## src/rtl/sdram_wbarbiter.sv

```systemverilog
// Two-master pipelined Wishbone arbiter in front of the SDRAM slave port.
// Round-robin grant, outstanding-request tracking and a no-response timeout abort.
module sdram_wbarbiter #(
  parameter  int AW      = 26,
  parameter  int DW      = 32,
  parameter  int LGOUT   = 5,
  parameter  int TIMEOUT = 10000,
  localparam int SELW    = DW / 8
) (
  input  logic            i_clk,
  input  logic            i_reset,
  // master A
  input  logic            i_a_cyc,
  input  logic            i_a_stb,
  input  logic            i_a_we,
  input  logic [AW-1:0]   i_a_addr,
  input  logic [DW-1:0]   i_a_data,
  input  logic [SELW-1:0] i_a_sel,
  output logic            o_a_stall,
  output logic            o_a_ack,
  output logic            o_a_err,
  output logic [DW-1:0]   o_a_data,
  // master B
  input  logic            i_b_cyc,
  input  logic            i_b_stb,
  input  logic            i_b_we,
  input  logic [AW-1:0]   i_b_addr,
  input  logic [DW-1:0]   i_b_data,
  input  logic [SELW-1:0] i_b_sel,
  output logic            o_b_stall,
  output logic            o_b_ack,
  output logic            o_b_err,
  output logic [DW-1:0]   o_b_data,
  // SDRAM slave
  output logic            o_wb_cyc,
  output logic            o_wb_stb,
  output logic            o_wb_we,
  output logic [AW-1:0]   o_wb_addr,
  output logic [DW-1:0]   o_wb_data,
  output logic [SELW-1:0] o_wb_sel,
  input  logic            i_wb_stall,
  input  logic            i_wb_ack,
  input  logic            i_wb_err,
  input  logic [DW-1:0]   i_wb_data
);

  localparam int TW = (TIMEOUT > 2) ? $clog2(TIMEOUT) : 1;
  localparam logic [TW-1:0] TIMER_LAST = TW'(TIMEOUT - 1);

  typedef enum logic [1:0] {IDLE, OWN_A, OWN_B, ABORT} state_t;

  state_t           state, state_nxt;
  logic             owner, owner_nxt;         // 0 = A, 1 = B
  logic             last_grant, last_nxt;     // 0 = A, 1 = B
  logic [LGOUT-1:0] count, count_nxt;
  logic [TW-1:0]    timer, timer_nxt;

  logic own, x_cyc, x_stb, full, count_nz;
  logic resp_any, ack_fwd, err_fwd, timeout_hit, fwd_stb, accept;

  assign own         = (state == OWN_A) || (state == OWN_B);
  assign x_cyc       = owner ? i_b_cyc : i_a_cyc;
  assign x_stb       = owner ? i_b_stb : i_a_stb;
  assign full        = (count == {LGOUT{1'b1}});
  assign count_nz    = (count != '0);
  assign resp_any    = i_wb_ack | i_wb_err;
  assign ack_fwd     = own & i_wb_ack & count_nz;
  assign err_fwd     = own & i_wb_err & count_nz;
  // An ack or err arriving on the deadline cycle beats the timeout.
  assign timeout_hit = own & count_nz & ~resp_any & (timer == TIMER_LAST);
  assign fwd_stb     = own & x_cyc & x_stb & ~full & ~timeout_hit;
  assign accept      = fwd_stb & ~i_wb_stall;

  // NOTE: async reset in the sensitivity list, and every register uses <= so all
  // state updates see the same pre-edge values.
  always_ff @(posedge i_clk or posedge i_reset) begin
    if (i_reset) begin
      state      <= IDLE;
      owner      <= 1'b0;
      last_grant <= 1'b1;
      count      <= '0;
      timer      <= '0;
    end else begin
      state      <= state_nxt;
      owner      <= owner_nxt;
      last_grant <= last_nxt;
      count      <= count_nxt;
      timer      <= timer_nxt;
    end
  end

  // NOTE: defaults first so no path through the case leaves a signal unassigned,
  // which would otherwise infer a latch.
  always_comb begin
    state_nxt = state;
    owner_nxt = owner;
    last_nxt  = last_grant;
    count_nxt = count;
    timer_nxt = timer;
    unique case (state)
      IDLE: begin
        count_nxt = '0;
        timer_nxt = '0;
        if (i_a_cyc && (!i_b_cyc || last_grant)) begin
          state_nxt = OWN_A;
          owner_nxt = 1'b0;
          last_nxt  = 1'b0;
        end else if (i_b_cyc) begin
          state_nxt = OWN_B;
          owner_nxt = 1'b1;
          last_nxt  = 1'b1;
        end
      end
      OWN_A, OWN_B: begin
        if (!x_cyc) begin
          state_nxt = IDLE;
          count_nxt = '0;
          timer_nxt = '0;
        end else if (timeout_hit || err_fwd) begin
          state_nxt = ABORT;
          count_nxt = '0;
          timer_nxt = '0;
        end else begin
          unique case ({accept, ack_fwd})
            2'b10:   count_nxt = count + 1'b1;
            2'b01:   count_nxt = count - 1'b1;
            default: count_nxt = count;
          endcase
          timer_nxt = (resp_any || !count_nz) ? '0 : timer + 1'b1;
        end
      end
      ABORT: begin
        count_nxt = '0;
        timer_nxt = '0;
        if (!x_cyc) state_nxt = IDLE;
      end
      default: state_nxt = IDLE;
    endcase
  end

  always_comb begin
    o_wb_cyc  = 1'b0;
    o_wb_stb  = 1'b0;
    o_a_stall = 1'b1;
    o_a_ack   = 1'b0;
    o_a_err   = 1'b0;
    o_b_stall = 1'b1;
    o_b_ack   = 1'b0;
    o_b_err   = 1'b0;
    if (own) begin
      o_wb_cyc = x_cyc & ~timeout_hit;
      o_wb_stb = fwd_stb;
      if (owner) begin
        o_b_stall = i_wb_stall | full | timeout_hit;
        o_b_ack   = ack_fwd;
        o_b_err   = err_fwd | timeout_hit;
      end else begin
        o_a_stall = i_wb_stall | full | timeout_hit;
        o_a_ack   = ack_fwd;
        o_a_err   = err_fwd | timeout_hit;
      end
    end
  end

  // Request fields follow B only while B actually owns the bus.
  logic use_b;
  assign use_b     = own & owner;
  assign o_wb_we   = use_b ? i_b_we   : i_a_we;
  assign o_wb_addr = use_b ? i_b_addr : i_a_addr;
  assign o_wb_data = use_b ? i_b_data : i_a_data;
  assign o_wb_sel  = use_b ? i_b_sel  : i_a_sel;
  assign o_a_data  = i_wb_data;
  assign o_b_data  = i_wb_data;

endmodule

```

## config.mk

```make
export PLATFORM = sky130hd
export DESIGN_NAME = sdram_wbarbiter
export DESIGN_NICKNAME = d
export VERILOG_FILES = /design/src/rtl/sdram_wbarbiter.sv
export SDC_FILE = /design/constraint.sdc
export NUM_CORES = 1
export LEC_CHECK = 0
export CORE_AREA = 3 3 116 118
export CTS_CLUSTER_DIAMETER = 50
export DETAILED_ROUTE_END_ITERATION = 8
export DIE_AREA = 0 0 119 121
export HOLD_SLACK_MARGIN = 0.12
export SETUP_SLACK_MARGIN = 0.05
export SLEW_MARGIN = 10
export SYNTH_ARGS = -nofsm -noshare
export SYNTH_HDL_FRONTEND = slang
export SYNTH_SLANG_ARGS = --single-unit
export TNS_END_PERCENT = 20
```

## constraint.sdc

```tcl
create_clock -name i_clk -period 7.7 [get_ports i_clk]
set_input_delay 0.77 -clock i_clk [delete_from_list [all_inputs] [get_ports i_clk]]
set_output_delay 0.77 -clock i_clk [all_outputs]
set_load 0.05 [all_outputs]
```

; ---- Word-level counts from Yosys, hierarchy flattened
; Cells that the tools add are included.
[word_totals]
register_bits = 23
in_bits = 167
[classes]
n_bitwise = 22
addsub = 3
mux = 36
n_reduce_logical = 14
eq_ne = 11
[op_table]
columns = op, count
row1 = 14-bit 2-to-1 mux, 3
row2 = 32-bit 2-to-1 mux, 1
row3 = 14-bit one-hot mux with 2 select lines, 1
row4 = 26-bit 2-to-1 mux, 1
row5 = 5-bit one-hot mux with 2 select lines, 2
row6 = 1-bit 2-to-1 mux, 19
row7 = 14-bit by 1-bit adder with 14-bit output (second input constant), 1
row8 = 1-bit bitwise AND, 14
row9 = 14-bit equality test (second input constant), 1
row10 = 2-bit 2-to-1 mux, 5
row11 = 5-bit 2-to-1 mux, 2
row12 = 2-bit equality test (second input constant), 3
row13 = 3-bit inequality test (second input constant), 2
row14 = 2-bit one-hot mux with 3 select lines, 1
row15 = 5-bit by 1-bit adder with 5-bit output (second input constant), 1
row16 = 5-bit equality test (second input constant), 1
row17 = 5-bit inequality test (second input constant), 1
row18 = 5-bit nonzero test, 1
row19 = 5-bit by 1-bit subtractor with 5-bit output (second input constant), 1
row20 = 2-bit by 1-bit equality test with 1-bit output (second input constant), 2
row21 = 1-bit logical OR, 4
row22 = 4-bit 2-to-1 mux, 1
row23 = 1-bit NOT, 4
row24 = 1-bit OR, 4
row25 = 8 further kinds, 10

; ---- Longest topological paths before layout
[logic_depth]
word_depth = 13
mapped_depth = 15

; ---- Least setup slack after synthesis
; OpenSTA, ideal clock, no wires.
[synth_path]
kind = reg2out
from = register count[1]
to = output o_wb_stb
stages_incl_launch_ff = 6
arrival_time_ns = 2.461
path_buffers = 1
setup_slack_ns = 4.469
cell_sequence = dfrtp_1 -> buf_6 -> or4_4 -> o21ai_4 -> o21ai_0 -> nor3_1
[synth_between]
elab_chain_cells = 7
[synth_rtl]
columns = item, line_no
row1 = from (decl), 55  ; logic [LGOUT-1:0] count, count_nxt;
row2 = from (signal assigned), 87  ; count <= count_nxt;
row3 = 5-bit nonzero test, 65  ; assign count_nz = (count != '0);
row4 = 1-bit bitwise AND (3 in a row), 70  ; assign timeout_hit = own & count_nz & ~resp_any & (timer == TIMER_LAST);
row5 = 1-bit NOT, 71  ; assign fwd_stb = own & x_cyc & x_stb & ~full & ~timeout_hit;
row6 = 1-bit bitwise AND *, 71
row7 = 1-bit 2-to-1 mux *, 150  ; if (own) begin
row8 = to (decl), 36  ; output logic o_wb_stb,
; Mark *: on every way between the ends. The rest lies on a longest branch, timed or not.

; ---- Worst setup path after layout
[layout_path]
from = input i_wb_ack
to = output o_a_err
[layout_between]
elab_chain_cells = 7
[layout_rtl]
columns = item, line_no
row1 = from (decl), 42  ; input logic i_wb_ack,
row2 = 1-bit OR, 66  ; assign resp_any = i_wb_ack | i_wb_err;
row3 = 1-bit NOT, 70
row4 = 1-bit bitwise AND (2 in a row), 70
row5 = 1-bit OR, 160  ; o_a_err = err_fwd | timeout_hit;
row6 = 1-bit 2-to-1 mux, 153  ; if (owner) begin
row7 = 1-bit 2-to-1 mux, 150
row8 = to (decl), 21  ; output logic o_a_err,
; Every way passes these cells.

==> metrics.md <==
| Metric | Value |
|---|---|
| Die Area | `14400 um^2` |
| Critical path capture point type | `output port` |
| Layout cell share with drive strength beyond 1 | `18.01%` |
| Main synth FF type | `dfrtp_1` |
| CP required | `6930 ps` |
| Max Cap Violations | `0` |
| Hpwl dp | `10740 um` |
| Final setup violation count | `0` |
| Maximum fanout along the worst path | `3` |
| GRT Total Usage | `15.60%` |
| Dominant cell by count in the synthesized netlist | `mux2_2` |
| Post-CTS Resized | `0` |
| Power Total | `1655 uW` |
| Met3 usage in global routing | `12.73%` |
| Met2 Resource Use GR | `25.57%` |
| Top cells by count, synth | `mux2_2, buf_4, nor2_1, dfrtp_1` |
| Critical path arrival | `3120 ps` |
| # nets final | `608` |
| Post-CTS Setup Inserts | `0` |
| I/O Pins | `302` |
| Clock Latency Late Sink | `260 ps` |
| Synth Area in Compound Gates | `6.877%` |
| CP startpoint kind | `primary input` |
| XOR/XNOR Fraction of Synth Area | `5.204%` |
| Top cell type's share of synthesized area | `27.18%` |
| Post-Place Worst Slack | `3804 ps` |
| Largest family of logic cells by synthesized area | `multiplexers` |
| Simple-gate share of the synthesized area | `13.94%` |
| Port bufs | `205` |
| Clock period minus worst slack | `3888 ps` |
| Synth Register Bits | `23` |
| Root buffer cell | `clkbuf_16` |
| Total global routing overflow | `0` |
| Leak | `0.001732 uW` |
| Max clock buf depth | `2` |
| FF-to-FF path depth | `13` |
| Gpl congestion | `0.8456` |
| Row count | `41` |
| Hold_buf cts | `0` |
| Period utilization | `50.49%` |
| Grt peak-use layer | `met2` |
| Reg2reg setup slack | `4310 ps` |
| Hold crit path type | `reg2reg` |
| Post-Syn Area | `2693 um^2` |
| Initial antenna violation count | `0` |
| Fmax | `257.2 MHz` |
| Power Density | `367.6 nW/um^2` |
| Pins Over Slew Limit | `0` |
| EDFF count, synth | `0` |
| Wirelength per Cell | `20.06 um` |
| Clk sink count | `23` |
| IR Drop Worst-Case VDD | `0.0001799 V` |
| Syn Area/Cell | `9.005 um^2` |
| FF-to-FF Start | `count[1]` |
| Syn Nets | `473` |
| Vias/cell | `4.203` |
| Slew HR | `40.06%` |
| Antenna Nets Post-Route | `0` |
| Pre-Repair DR Iteration Count | `4` |
| Setup CP Type | `in2out` |
| Final core utilization | `35.83%` |
| Sequential-to-total area share from yosys stat | `21.42%` |
| Starting Density | `21.42%` |
| Run status | `completed` |
| DRT iter0 DRCs | `99` |
| Met1 global-route usage | `15.40%` |
| CTS buffer count | `3` |
| Area grow syn2layout | `67.24%` |
| Setup WS post-layout | `3812 ps` |
| First-pass GRT wire length | `16830 um` |
| Largest net degree at the start of global routing | `64` |
| Crit path launch | `i_wb_ack` |
| H-Tree Depth | `1` |
| Synth unique cells | `41` |
| Post-Route WL | `12140 um` |
| Die width | `119 um` |
| Area of the core | `12570 um^2` |
| Setup crit end | `o_a_err` |
| Mapped Cells | `299` |
| Fraction of synthesized area in multiplexers | `27.93%` |
| Clk_skew | `3.628 ps` |
| Final Hold Viols | `0` |
| Adder-Cell Fraction of Synth Area | `3.253%` |
| Vias | `2543` |
| Synth warnings | `0` |
| Ranking of synthesized cells by area | `mux2_2, dfrtp_1, buf_4, nor2_1, ha_1` |
| CTS tree | `yes` |
| Residual DRC | `0` |
| Fin Setup TNS | `0 ps` |
| FFs w/ async S/R, synth | `100.0%` |
| Chip height | `121 um` |
| Diodes inserted | `0` |
| Clk slew on worst S/H paths | `60 ps` |
| RSZ-0062 raised after global routing | `no` |
| Number of global-route vias before repair | `2675` |
| Reg2reg end | `count[4]` |
| Yosys top cell by area | `mux2_2` |
| Worst Tran Pin Value | `898.2 ps` |
## cell type report
class | count | area (um^2)
Tap cell | 172 | 215.2
Fill cell | 1302 | 8065
Clock buffer | 3 | 75.07
Timing Repair Buffer | 206 | 2059
Multi-Input combinational cell | 193 | 1543
Clock inverter | 1 | 7.507
Inverter | 7 | 26.28
Sequential cell | 23 | 576.8
## worst min path at each step
stage                  start  endpoint  slack (ps)  cells after the start
global route        timer[0]  timer[0]         500                      1
global placement    timer[0]  timer[0]         440                      1
detailed placement  timer[0]  timer[0]         460                      1
finish              timer[0]  timer[0]         460                      1
floorplan           timer[0]  timer[0]         420                      1
CTS                 timer[0]  timer[0]         470                      1
## layer usage
layer | vias to the layer above | wire length, um
met5 | - | 0
met4 | 0 | 145
met3 | 21 | 2263
met2 | 136 | 5784
met1 | 1155 | 3945
li1 | 1231 | -
## state kept, by name (all words and copies together) (netlist names)
| signal | cells |
|---|---|
| owner | 1 |
| last_grant | 1 |
| timer | 14 |
| count | 5 |
| state | 2 |
## kinds of logic (layout without fill, tap and decap cells)
group | count (synthesis) | count (layout)
AOI/OAI and AO/OA | 27 | 27
and+or+nand+nor | 76 | 76
muxes | 67 | 67
DFF | 23 | 23
adders and majority gates | 7 | 7
xor gates and xnor gates | 16 | 16
buffers and inverters | 83 | 217
## worst max-delay path, cell delays in order
cell and delay [ps]:
clkdlybuf4s50_1 440, nor4bb_1 370, a41oi_1 280, or2_2 360, nor2_1 100, clkdlybuf4s50_1 810
## cell usage in the layout, fill, tap and decap left out, types with 3 or more instances in the layout
cell               n
o21ai_0            7
and2_1             3
clkdlybuf4s50_1  205
nand2_1            8
a21oi_1            9
ha_1               7
xor2_1             7
clkbuf_16          3
mux2_2            65
and3_1             6
xnor2_1            9
dfrtp_1           22
inv_1              7
nor2_1            33
nor2b_1            3
nand3_1            6
nor3_1             4
## where the power goes
group	switching, uW	leakage, uW	total, uW	internal, uW
clock network	43.6	0.0000371	114	70.4
logic	865	0.00138	1390	523
registers	17.8	0.000312	153	136
## through the flow
stage	cells	instance area [um^2]	hold slack (ps)
after floorplan	299	2693	422.4
after global placement	601	4420	436.0
after detailed placement	601	4420	461.7
after CTS	605	4503	470.4
after global routing	605	4503	500.9
final	605	4503	462.0
No activity file was read; power rests on OpenSTA's default activity.
